## src/rtl/mm_port_arbiter.sv

```systemverilog
// Shares the main-memory port between I-side and D-side line bursts, sequencing beats and addresses.
// Latency: grant registered one cycle after request; beat strobes/done are combinational on mem_valid_mm.
// Backpressure: mem_valid_mm=0 stalls the beat counter; bursts are non-preemptible once granted.
module mm_port_arbiter #(
    parameter int ADDR_W         = 32,
    parameter int DATA_W         = 32,
    parameter int WORDS_PER_LINE = 4,
    localparam int IDX_W         = $clog2(WORDS_PER_LINE),
    localparam int OFF           = IDX_W + 2
) (
    input  logic              clk,
    input  logic              reset,
    input  logic              req_i,
    input  logic [ADDR_W-1:0] addr_i,
    input  logic              req_d,
    input  logic              we_d,
    input  logic              lock_d,
    input  logic [ADDR_W-1:0] addr_d,
    input  logic [DATA_W-1:0] wdata_d,
    input  logic              mem_valid_mm,
    input  logic [DATA_W-1:0] rdata_mm,
    output logic              re_mm,
    output logic              we_mm,
    output logic [ADDR_W-1:0] addr_mm,
    output logic [DATA_W-1:0] wdata_mm,
    output logic [DATA_W-1:0] rdata_out,
    output logic              gnt_i,
    output logic              gnt_d,
    output logic              beat_valid_i,
    output logic              beat_valid_d,
    output logic [IDX_W-1:0]  beat_idx,
    output logic              done_i,
    output logic              done_d
);

    typedef enum logic [1:0] {
        ST_IDLE  = 2'd0,
        ST_GNT_I = 2'd1,
        ST_GNT_D = 2'd2
    } state_t;

    localparam logic [IDX_W-1:0] LAST_BEAT = IDX_W'(WORDS_PER_LINE - 1);

    state_t           state_q;
    state_t           state_d;
    logic [IDX_W-1:0] beat_idx_q;
    logic             last_win_d_q;   // 1: D won the most recent burst
    logic             granted;
    logic             last_beat;

    // Byte/beat offset bits of the request addresses are regenerated internally.
    logic unused_addr_bits;
    assign unused_addr_bits = ^{addr_i[OFF-1:0], addr_d[OFF-1:0]};

    assign granted   = (state_q != ST_IDLE);
    assign last_beat = granted && mem_valid_mm && (beat_idx_q == LAST_BEAT);

    // State register; async reset abandons any partial burst.
    always_ff @(posedge clk or negedge reset) begin
        if (!reset) begin
            state_q <= ST_IDLE;
        end else begin
            state_q <= state_d;
        end
    end

    // Beat counter and round-robin history; counter wraps to 0 on the last beat.
    always_ff @(posedge clk or negedge reset) begin
        if (!reset) begin
            beat_idx_q   <= '0;
            last_win_d_q <= 1'b1;
        end else if (granted && mem_valid_mm) begin
            beat_idx_q <= beat_idx_q + 1'b1;
            if (last_beat) begin
                last_win_d_q <= (state_q == ST_GNT_D);
            end
        end
    end

    // Next-state: arbitrate only from IDLE; a locked D burst chains straight into another D burst.
    always_comb begin
        state_d = state_q;
        case (state_q)
            ST_IDLE: begin
                if (req_i && req_d) begin
                    state_d = last_win_d_q ? ST_GNT_I : ST_GNT_D;
                end else if (req_i) begin
                    state_d = ST_GNT_I;
                end else if (req_d) begin
                    state_d = ST_GNT_D;
                end
            end
            ST_GNT_I: begin
                if (last_beat) begin
                    state_d = ST_IDLE;
                end
            end
            ST_GNT_D: begin
                if (last_beat && !lock_d) begin
                    state_d = ST_IDLE;
                end
            end
            default: state_d = ST_IDLE;
        endcase
    end

    // Outputs: memory controls, address and data routing follow the owner; all zero in IDLE.
    always_comb begin
        re_mm        = 1'b0;
        we_mm        = 1'b0;
        addr_mm      = '0;
        wdata_mm     = '0;
        rdata_out    = '0;
        gnt_i        = 1'b0;
        gnt_d        = 1'b0;
        beat_valid_i = 1'b0;
        beat_valid_d = 1'b0;
        done_i       = 1'b0;
        done_d       = 1'b0;
        beat_idx     = beat_idx_q;
        case (state_q)
            ST_GNT_I: begin
                gnt_i        = 1'b1;
                re_mm        = 1'b1;
                addr_mm      = {addr_i[ADDR_W-1:OFF], beat_idx_q, 2'b00};
                rdata_out    = rdata_mm;
                beat_valid_i = mem_valid_mm;
                done_i       = last_beat;
            end
            ST_GNT_D: begin
                gnt_d        = 1'b1;
                re_mm        = ~we_d;
                we_mm        = we_d;
                addr_mm      = {addr_d[ADDR_W-1:OFF], beat_idx_q, 2'b00};
                wdata_mm     = wdata_d;
                rdata_out    = rdata_mm;
                beat_valid_d = mem_valid_mm;
                done_d       = last_beat;
            end
            default: ;
        endcase
    end

endmodule

```

## config.mk

```make
export PLATFORM = sky130hd
export DESIGN_NAME = mm_port_arbiter
export DESIGN_NICKNAME = d
export VERILOG_FILES = /design/src/rtl/mm_port_arbiter.sv
export SDC_FILE = /design/constraint.sdc
export NUM_CORES = 1
export LEC_CHECK = 0
export CAP_MARGIN = 20
export CORE_AREA = 2 2 93 95
export DETAILED_ROUTE_END_ITERATION = 10
export DIE_AREA = 0 0 95 97
export PLACE_DENSITY_LB_ADDON = 0.15
export SETUP_SLACK_MARGIN = 0.5
export SKIP_CTS_REPAIR_TIMING = 1
export SLEW_MARGIN = 20
export SYNTH_ARGS = -nofsm -noshare
export SYNTH_HDL_FRONTEND = slang
export SYNTH_SLANG_ARGS = --single-unit
```

## constraint.sdc

```tcl
create_clock -name clk -period 1.7 [get_ports clk]
set_input_delay 0.34 -clock clk [delete_from_list [all_inputs] [get_ports clk]]
set_output_delay 0.34 -clock clk [all_outputs]
set_load 0.1 [all_outputs]
```

==> load_flow_metrics.sql <==
INSERT INTO impl_metrics (metric_group, metric, value, unit) VALUES
('timing', 'post_layout_min_period', '1.93', 'ns'),
('worst_setup_path', 'worstSetupPathType', 'reg2out', ''),
('worst_setup_path', 'critical_path.top_delay_family', 'simple AND/OR/NAND/NOR gates', ''),
('yosys', 'synth.yosys.seq_area_share', '10.4', '%'),
('routing', 'routed-via-count', '2191', ''),
('die', 'initial_cell_density_of_the_core', '14.9', '%'),
('yosys', 'synth_mux_area_share', '2.68', '%'),
('timing', 'timing.hold.ws', '0.351', 'ns'),
('final_layout', 'finalNonFillerCells', '520', ''),
('die', 'die-area', '9220', 'sq um'),
('placed_design', 'port_buffers', '230', ''),
('timing', 'rsz0062_at_grt', 'true', ''),
('yosys', 'synthesis.instances', '172', ''),
('worst_setup_path', 'cp_max_stage_cell', 'sky130_fd_sc_hd__dfrtp_1', ''),
('worst_setup_path', 'cp_data_required_time', '1.36', 'ns'),
('yosys', 'post_synth_instance_area', '1210', 'sq um'),
('min_path', 'hp-class', 'in2async', ''),
('routing', 'ant_nets', '0', ''),
('die', 'die_w', '95', 'microns'),
('global_routing', 'grt_antenna_before_repair', '0', ''),
('yosys', 'synth_seq_cells', '5', ''),
('clock_network', 'clock_tree.root_cell', 'sky130_fd_sc_hd__clkbuf_8', ''),
('yosys', 'synthDominantAreaCellType', 'sky130_fd_sc_hd__and2_1', ''),
('placed_design', 'dpl.cell_count', '509', ''),
('clock_network', 'cts_inserted_buffers', '3', ''),
('placed_design', 'detailedPlacementHpwl', '6830', 'microns'),
('yosys', 'synth.top_cells.by_area', 'sky130_fd_sc_hd__and2_1 35%, sky130_fd_sc_hd__a22oi_1 17%, sky130_fd_sc_hd__nor2b_1 15%', ''),
('routing', 'dr.first_iter.drc_count', '34', ''),
('yosys', 'postSynth.topFlopCell', 'sky130_fd_sc_hd__dfrtp_1', ''),
('final_layout', 'post_route_cells_drive_above_1_share', '65.3', '%'),
('yosys', 'synth_common_cells', '67 x sky130_fd_sc_hd__and2_1, 30 x sky130_fd_sc_hd__nor2b_1, 28 x sky130_fd_sc_hd__a22oi_1', ''),
('yosys', 'dominant_combinational_cell_family_by_area_after_synthesis', 'simple AND/OR/NAND/NOR gates', ''),
('final_layout', 'fillerInstances', '573', ''),
('global_routing', 'global_route_wire_length_before_repair', '11500', 'microns'),
('outcome', 'run_status', 'finished, violations left', ''),
('worst_setup_path', 'end_kind', 'output pin', ''),
('global_routing', 'busiest_layer', 'met2', ''),
('yosys', 'yosysMostFrequentCell', 'sky130_fd_sc_hd__and2_1', ''),
('yosys', 'simple_logic_cell_fraction_of_the_synthesized_area', '54.7', '%'),
('die', 'core_area', '8130', 'sq um'),
('final_layout', 'layout_net_count', '555', ''),
('clock_network', 'tritoncts_clock_tree', 'yes', ''),
('final_layout', 'antenna-diode-count', '0', ''),
('worst_setup_path', 'setup.worst_path.start_class', 'register', ''),
('placed_design', 'placed_cell_area', '5280', 'sq um'),
('clock_network', 'clkTransAtPathRegs', '0.04', 'ns'),
('global_routing', 'via_count_of_the_first_global_routing_pass', '2176', ''),
('yosys', 'postSynthAreaPerCell', '7.06', 'sq um'),
('clock_network', 'cts_max_level', '1', ''),
('routing', 'dr.pass1.iters', '3', ''),
('outcome', 'violations', 'negative setup slack', ''),
('job', 'number_of_max_cap_violations', '0', ''),
('final_layout', 'final_core_utilization', '69.0', '%'),
('clock_network', 'cts_sinks', '5', ''),
('worst_setup_path', 'reg2reg_setup_slack', '-0.07', 'ns'),
('global_routing', 'grtUsageMet3', '4.98', '%'),
('timing', 'count_of_endpoints_failing_setup_in_the_final_report', '104', ''),
('global_routing', 'groute.layer.met2.usage', '32.6', '%'),
('global_routing', 'grt_max_degree', '31', ''),
('worst_setup_path', 'crit_chain', 'buf_4, ha_4, or2_1, and3_4, buf_12', ''),
('worst_setup_path', 'timing.critical_path.fanout_max', '6', ''),
('yosys', 'synth_cell_types', '25', ''),
('timing', 'postLayoutSetupSlackWorst', '-0.235', 'ns'),
('worst_setup_path', 'crit_buf_inv', '2', ''),
('final_layout', 'area.sequential', '134', 'sq um'),
('routing', 'finalWirelength', '8420', 'microns'),
('timing', 'maxClockFrequency', '517', 'MHz'),
('die', 'die-height', '97', 'microns'),
('yosys', 'synth_edf_count', '0', ''),
('yosys', 'asyncSetResetFlopFracSynth', '100', '%'),
('routing', 'routed_via_density', '4.21', '');
cell families after synthesis:
family                     Yosys count
AOI/OAI and AO/OA                   32
xor gates and xnor gates             1
adders and majority gates            4
buffers and inverters               20
DFF                                  5
muxes                                3
other                                1
and+or+nand+nor                    106
registers in the layout (all words and copies together) (netlist names):
| register | count |
|---|---|
| beat_idx | 2 |
| state_q | 2 |
| last_win_d_q | 1 |
final timing paths:
kind,depth (start not counted),to,from
hold reg to reg,1,last_win_d_q$_DFFE_PN1P_,last_win_d_q$_DFFE_PN1P_
setup / recovery,5,addr_mm[3],state_q[1]$_DFFE_PN0P_
setup reg to reg,5,state_q[1]$_DFFE_PN0P_,state_q[1]$_DFFE_PN0P_
max in group asynchronous,1,last_win_d_q$_DFFE_PN1P_,reset
min in group clk,1,last_win_d_q$_DFFE_PN1P_,last_win_d_q$_DFFE_PN1P_
hold / removal,1,state_q[1]$_DFFE_PN0P_,reset
through the flow:
step | setup TNS [ns] | setup WS (ns)
2_1_floorplan | -27.23 | -0.436
3_3_place_gp | -0.979 | -0.0789
3_5_place_dp | -2.32 | -0.0807
4_1_cts | -21.41 | -0.297
5_1_grt | -24.75 | -0.298
6_report | -17.93 | -0.235
cell usage in the layout, fill, tap and decap left out, drive strengths merged:
| cell | netlist | routed |
|---|---|---|
| a21boi | 1 | 1 |
| a21o | 1 | 1 |
| a221o | 1 | 1 |
| a22oi | 28 | 28 |
| and2 | 67 | 67 |
| and3 | 4 | 4 |
| buf | 4 | 125 |
| clkbuf | 14 | 9 |
| clkdlybuf4s50 | 0 | 125 |
| conb | 1 | 2 |
| dfrtp | 4 | 4 |
| dfstp | 1 | 1 |
| dlymetal6s2s | 0 | 1 |
| ha | 4 | 4 |
| inv | 2 | 2 |
| mux2 | 2 | 2 |
| mux2i | 1 | 1 |
| nand2b | 1 | 1 |
| nand3 | 1 | 1 |
| nand3b | 1 | 1 |
| nor2b | 30 | 30 |
| nor3b | 1 | 1 |
| o21a | 1 | 1 |
| or2 | 1 | 1 |
| xor2 | 1 | 1 |
area by class of cell:
type | count | area share, %
Inverter | 2 | 0.134
Sequential cell | 5 | 2.39
Multi-Input combinational cell | 148 | 28.1
Timing Repair Buffer | 256 | 66.2
Tap cell | 105 | 2.34
Clock buffer | 4 | 0.803
routing by layer:
| layer | part of all wire [%] | wire (microns) |
|---|---|---|
| met1 | 32 | 2670 |
| met4 | 0.77 | 65 |
| met3 | 10 | 851 |
| met5 | 0 | 0 |
| met2 | 57 | 4830 |
Power is not shown: default switching activity piles up to over one toggle a cycle in this logic, so the estimate is an artifact.
